### src/rtl/writeback_unit_if.sv
// Writeback stage bundle: instruction fields from MEM,
// load response, and the stall back to upstream.
interface writeback_unit_if #(
  parameter int XLEN = 32
);
  logic            valid_WB;
  logic [1:0]      result_set_WB;
  logic            reg_write_WB;
  logic [4:0]      rd_WB;
  logic [2:0]      funct3_WB;
  logic [XLEN-1:0] alu_result_WB;
  logic [XLEN-1:0] imm_ext_WB;
  logic [XLEN-1:0] pcPlus4_WB;
  logic            mem_rsp_valid;
  logic [XLEN-1:0] mem_rsp_data;
  logic            stall_WB;

  modport master (
    output valid_WB, result_set_WB, reg_write_WB,
    output rd_WB, funct3_WB, alu_result_WB,
    output imm_ext_WB, pcPlus4_WB,
    output mem_rsp_valid, mem_rsp_data,
    input  stall_WB
  );

  modport slave (
    input  valid_WB, result_set_WB, reg_write_WB,
    input  rd_WB, funct3_WB, alu_result_WB,
    input  imm_ext_WB, pcPlus4_WB,
    input  mem_rsp_valid, mem_rsp_data,
    output stall_WB
  );
endinterface

### src/rtl/writeback_unit.sv
// Writeback stage: result select, load extraction,
// memory-wait stall, registered RF write, retire counter.
module writeback_unit #(
  parameter int XLEN  = 32,
  parameter int CNT_W = 64
) (
  input  logic             clk,
  input  logic             reset,
  writeback_unit_if.slave  wb,
  output logic             rf_we,
  output logic [4:0]       rf_waddr,
  output logic [XLEN-1:0]  rf_wdata,
  output logic [CNT_W-1:0] retired_count
);
  localparam int OW = (XLEN == 64) ? 3 : 2;

  typedef enum logic {IDLE, WAIT_MEM} state_t;

  state_t          state_q, state_d;
  logic            is_load, commit, stall;
  logic [2:0]      off_b, off_h, off_w;
  logic [XLEN-1:0] sh_b, sh_h, sh_w;
  logic [XLEN-1:0] ld_val, res;

  assign is_load = wb.valid_WB &&
                   (wb.result_set_WB == 2'b01);
  assign wb.stall_WB = stall;

  // next state, stall and commit decision
  always_comb begin
    state_d = state_q;
    stall   = 1'b0;
    commit  = 1'b0;
    unique case (state_q)
      IDLE: begin
        if (is_load && !wb.mem_rsp_valid) begin
          state_d = WAIT_MEM;
          stall   = 1'b1;
        end else begin
          commit = wb.valid_WB;
        end
      end
      WAIT_MEM: begin
        if (wb.mem_rsp_valid) begin
          state_d = IDLE;
          commit  = 1'b1;
        end else begin
          stall = 1'b1;
        end
      end
      default: state_d = IDLE;
    endcase
  end

  // byte offsets, aligned down per access size
  always_comb begin
    off_b = '0;
    off_b[OW-1:0] = wb.alu_result_WB[OW-1:0];
    off_h = off_b & 3'b110;
    off_w = off_b & 3'b100;
  end

  assign sh_b = wb.mem_rsp_data >> {off_b, 3'b000};
  assign sh_h = wb.mem_rsp_data >> {off_h, 3'b000};
  assign sh_w = wb.mem_rsp_data >> {off_w, 3'b000};

  // load size and sign extension
  always_comb begin
    ld_val = XLEN'($signed(sh_w[31:0]));
    unique case (wb.funct3_WB)
      3'b000: ld_val = XLEN'($signed(sh_b[7:0]));
      3'b001: ld_val = XLEN'($signed(sh_h[15:0]));
      3'b100: ld_val = XLEN'(sh_b[7:0]);
      3'b101: ld_val = XLEN'(sh_h[15:0]);
      3'b110: ld_val = XLEN'(sh_w[31:0]);
      3'b011: begin
        if (XLEN == 64) ld_val = wb.mem_rsp_data;
      end
      default: ;
    endcase
  end

  // result source select
  always_comb begin
    res = wb.alu_result_WB;
    unique case (wb.result_set_WB)
      2'b00: res = wb.alu_result_WB;
      2'b01: res = ld_val;
      2'b10: res = wb.pcPlus4_WB;
      2'b11: res = wb.imm_ext_WB;
      default: ;
    endcase
  end

  // state register
  always_ff @(posedge clk) begin
    if (reset) state_q <= IDLE;
    else       state_q <= state_d;
  end

  // registered RF write; addr/data hold when idle
  always_ff @(posedge clk) begin
    if (reset) begin
      rf_we    <= 1'b0;
      rf_waddr <= '0;
      rf_wdata <= '0;
    end else if (commit) begin
      rf_we    <= wb.reg_write_WB &&
                  (wb.rd_WB != 5'd0);
      rf_waddr <= wb.rd_WB;
      rf_wdata <= res;
    end else begin
      rf_we <= 1'b0;
    end
  end

  // retired-instruction counter, wraps naturally
  always_ff @(posedge clk) begin
    if (reset)       retired_count <= '0;
    else if (commit) retired_count <= retired_count + 1'b1;
  end
endmodule

### src/flat_wrapper.sv
// flat-port wrapper written by rule: the top's interface ports become plain ports
module writeback_unit_flat 
#(
  parameter int XLEN  = 32,
  parameter int CNT_W = 64
)
  (clk, reset, rf_we, rf_waddr, rf_wdata, retired_count, wb_valid_WB, wb_result_set_WB, wb_reg_write_WB, wb_rd_WB, wb_funct3_WB, wb_alu_result_WB, wb_imm_ext_WB, wb_pcPlus4_WB, wb_mem_rsp_valid, wb_mem_rsp_data, wb_stall_WB);
  writeback_unit_if #(.XLEN(XLEN)) wb_i ();
  input  logic clk;
  input  logic reset;
  output logic rf_we;
  output logic [4:0] rf_waddr;
  output logic [XLEN-1:0] rf_wdata;
  output logic [CNT_W-1:0] retired_count;
  input wire logic [$bits(wb_i.valid_WB)-1:0] wb_valid_WB;
  input wire logic [$bits(wb_i.result_set_WB)-1:0] wb_result_set_WB;
  input wire logic [$bits(wb_i.reg_write_WB)-1:0] wb_reg_write_WB;
  input wire logic [$bits(wb_i.rd_WB)-1:0] wb_rd_WB;
  input wire logic [$bits(wb_i.funct3_WB)-1:0] wb_funct3_WB;
  input wire logic [$bits(wb_i.alu_result_WB)-1:0] wb_alu_result_WB;
  input wire logic [$bits(wb_i.imm_ext_WB)-1:0] wb_imm_ext_WB;
  input wire logic [$bits(wb_i.pcPlus4_WB)-1:0] wb_pcPlus4_WB;
  input wire logic [$bits(wb_i.mem_rsp_valid)-1:0] wb_mem_rsp_valid;
  input wire logic [$bits(wb_i.mem_rsp_data)-1:0] wb_mem_rsp_data;
  output wire logic [$bits(wb_i.stall_WB)-1:0] wb_stall_WB;
  assign wb_i.valid_WB = wb_valid_WB;
  assign wb_i.result_set_WB = wb_result_set_WB;
  assign wb_i.reg_write_WB = wb_reg_write_WB;
  assign wb_i.rd_WB = wb_rd_WB;
  assign wb_i.funct3_WB = wb_funct3_WB;
  assign wb_i.alu_result_WB = wb_alu_result_WB;
  assign wb_i.imm_ext_WB = wb_imm_ext_WB;
  assign wb_i.pcPlus4_WB = wb_pcPlus4_WB;
  assign wb_i.mem_rsp_valid = wb_mem_rsp_valid;
  assign wb_i.mem_rsp_data = wb_mem_rsp_data;
  assign wb_stall_WB = wb_i.stall_WB;
  writeback_unit #(.XLEN(XLEN), .CNT_W(CNT_W)) u_core (.clk(clk), .reset(reset), .wb(wb_i), .rf_we(rf_we), .rf_waddr(rf_waddr), .rf_wdata(rf_wdata), .retired_count(retired_count));
endmodule
### config.mk
export PLATFORM = sky130hd
export DESIGN_NAME = writeback_unit_flat
export DESIGN_NICKNAME = d
export VERILOG_FILES = /design/src/rtl/writeback_unit_if.sv /design/src/rtl/writeback_unit.sv /design/src/flat_wrapper.sv
export SDC_FILE = /design/constraint.sdc
export NUM_CORES = 1
export LEC_CHECK = 0
export CORE_MARGIN = 2
export CORE_UTILIZATION = 44
export DETAILED_ROUTE_END_ITERATION = 10
export PLACE_DENSITY = 0.8
export SYNTH_ARGS = -nofsm -noshare
export SYNTH_HDL_FRONTEND = slang
export SYNTH_SLANG_ARGS = --single-unit
### constraint.sdc
create_clock -name clk -period 2.6 [get_ports clk]
set_input_delay 0.65 -clock clk [delete_from_list [all_inputs] [get_ports clk]]
set_output_delay 0.65 -clock clk [all_outputs]
set_load 0.01 [all_outputs]
==> impl_metrics.toml <==
[run_status]
outcome = "completed"

[synth]
synth_area_um2 = 5984
netlist-cell-type-count = 58
ys_top_cells_by_area = "dfxtp_1, a21oi_1, nand2_1, mux2i_1, o21ai_0"
ys.flop_type = "dfxtp_1"
synth_top_area_share_pct = 34.46
synth-seq-cells = 103
yosysWarningCount = 0
synth.most_common_cell = "dfxtp_1"
synthesis.nets = 891
syn_inst = 747
yosysTopAreaCell = "dfxtp_1"
ys_seq_area_share_pct = 34.46
ys_top_cells_by_count = "dfxtp_1, a21oi_1, nand2_1, nor2_1, o21ai_0"
synth-edff-count = 0
synth.avg_cell_area_um2 = 8.011
async_flop_share_pct = 0

[drt]
vias = 6783
viasPerCell = 5.739
wl_um = 20640
dr.pass1.iters = 5
postRouteAntennaNets = 0
post_drt_wl_per_cell_um = 17.46
drt_iter0_markers = 456
drc = 0

[cts]
clk_pin_slew_ps = 70
clock_latency_ps = 350
cts_buffers = 9
cts_tree = "built"
hold_buffers = 0
cts_root_buf = "clkbuf_16"
cts.sinks = 103
htreeDepth = 3
cts_max_path_buffers = 2

[power]
peakVddDrop_mv = 0.3271
netSwitchingFraction_pct = 26.46
comb_power_share_pct = 20.6
p_sw_mw = 0.9853
power_density_nw_per_um2 = 408.1
clkPwrFrac_pct = 34.7
pwr-share-seq_pct = 44.7
p_int_mw = 2.738
p_leak_nw = 3.199

[critical_path]
r2r-start = "u_core.retired_count[11]"
worstPathArrival_ps = 2670
worstPathMaxFanout = 9
critPathSlowestCell = "nor3b_1"
required_ps = 2860
rrSetupSlack_ps = 320
ff2ff_path_depth = 6
critPathLaunchType = "input port"
path_class = "input port to register"
path_cells = "clkdlybuf4s50_1, nor3b_1, or2_1, buf_4, or3_1, o21ai_0, a311oi_1"
critPathMaxStageDelay_ps = 600
end_kind = "register"
timing.rr.end = "u_core.retired_count[59]"

[min_path]
min_to = "u_core.rf_waddr[1]"
hold_class = "register to register"
min_delay_path_depth = 2
min_from = "u_core.rf_waddr[1]"

[die]
coreArea_um2 = 13240
die_width_um = 120.6
die_area_um2 = 14550
ioPinCount = 246
initial_core_util_pct = 45.19
core.rowCount = 42
die_h_um = 120.6

[timing]
slew_violations = 0
fin_crit_sh_pct = 92.63
fin_skew_ps = 8.196
fmax_ghz = 0.4152
finalHoldViolCount = 0
tightest_slew_ps = 699.8
min_period_ps = 2408
fin_hold_ws_ps = 454.6
setup_viol = 0
rsz0062_at_grt = "false"
slew-limit-headroom_pct = 53.24

[layout]
drive_gt1_share_pct = 9.552
area_delta_synth_final_pct = 52.46
regArea_um2 = 2062
nets = 1144
stdcell_area_um2 = 9124
multiInputGateArea_um2 = 3612
fillers = 1142

[place]
dp_hpwl_um = 15970
placed_area_um2 = 8837
port_buffers = 245
gp_congestion = 0.9559

[global_route]
grt_overflow = 0
antenna_found_initial = 1
grt_pass1_wl_um = 32810
grt_max_degree = 49
track_usage_pct = 28.35
first_global_vias = 6402

[run]
cap_violations = 0
## stage by stage
step / power (mW) / setup slack [ps] / instances / TNS, ps / util, %
final: 3.724 / 191.7 / 1182 / 0 / 68.90
after global routing: 3.885 / 35.82 / 1182 / 0 / 68.90
after CTS: 3.734 / 95.27 / 1180 / 0 / 68.79
after detailed placement: 2.462 / -262.5 / 1164 / -5722 / 66.73
after global placement: 2.455 / -190.6 / 1164 / -3024 / 66.73
after floorplan: 1.998 / 443.3 / 747 / 0 / -
## sequential cells by signal, indices dropped and copies added, names as in the netlist
name / flops
u_core.retired_count: 64
u_core.rf_waddr: 5
u_core.rf_wdata: 32
u_core.rf_we: 1
u_core.state_q: 1
## cells by family after synthesis
group	count (synthesis)	share of synthesized area (%)
xor gates and xnor gates	30	4.391
buffers and inverters	77	5.373
DFF	103	34.46
muxes	30	5.561
AOI/OAI and AO/OA	225	23.73
and+or+nand+nor	281	26.28
adders and majority gates	1	0.2090
## power by group through the flow
| stage | registers, mW | clock network (mW) | logic, mW |
|---|---|---|---|
| detailed placement | 1.70 | 0 | 0.764 |
| CTS | 1.66 | 1.30 | 0.766 |
| global route | 1.67 | 1.39 | 0.827 |
| finish | 1.67 | 1.29 | 0.767 |
| floorplan | 1.72 | 0 | 0.279 |
| global placement | 1.70 | 0 | 0.755 |
## worst max-delay path by stage
| stage | start | endpoint | slack (ps) | depth (start not counted) |
|---|---|---|---|---|
| floorplan | wb_alu_result_WB[1] | u_core.rf_wdata[21] | 440 | 7 |
| global placement | wb_mem_rsp_valid | u_core.retired_count[56] | -190 | 7 |
| detailed placement | wb_mem_rsp_valid | u_core.retired_count[60] | -260 | 7 |
| CTS | wb_mem_rsp_valid | u_core.retired_count[56] | 100 | 7 |
| global route | wb_mem_rsp_valid | u_core.retired_count[63] | 40 | 7 |
| finish | wb_mem_rsp_valid | u_core.rf_wdata[6] | 190 | 7 |
## cells in the final DEF (no fill, tap or decap), drive strengths merged, types with 4 or more instances in the layout
master / count
a31oi: 5
and2: 5
o41ai: 7
or3: 18
a21boi: 5
a311oi: 5
nand3: 16
or4: 19
nor2b: 17
clkdlybuf4s50: 241
and3: 7
mux2i: 22
nor3: 10
dfxtp: 103
nor2: 54
xor2: 24
inv: 21
o221ai: 20
a211oi: 8
nand3b: 8
nor4: 6
o211ai: 16
a21oi: 88
o31ai: 19
nand2: 68
nand4: 37
buf: 56
o21ai: 43
clkbuf: 11
clkinv: 4
mux2: 6
and4: 5
or2: 4
xnor2: 6
## cell type report
type | count | area share, %
multi-input combinational | 567 | 39.59
clock inverter | 5 | 0.3428
timing repair buffer | 298 | 31.50
sequential | 103 | 22.60
clock buffer | 11 | 2.660
antenna | 1 | 0.02743
tap | 176 | 2.414
inverter | 21 | 0.8640
## routing by layer
metal | track usage, % | vias up | share of wire (%)
li1 | - | 3298 | -
met1 | 35.86 | 3170 | 43
met2 | 45.73 | 264 | 46
met3 | 6.934 | 51 | 7.4
met4 | 12.57 | 0 | 3.7
met5 | 0 | - | 0
## what timing repair did
action                     4_1_cts  5_1_grt
setup endpoints to repair        1        6
setup buffers                    0        1
pin swaps                        0        1
cloned                           0        0
resized for setup                1        1
## worst max-delay path, delay by kind of cell
kind	cells	cell delay (ps)
compound gates	2	310
buf+inv	2	670
simple gates	3	1030
Note: power is estimated with default switching activity, not from simulation.
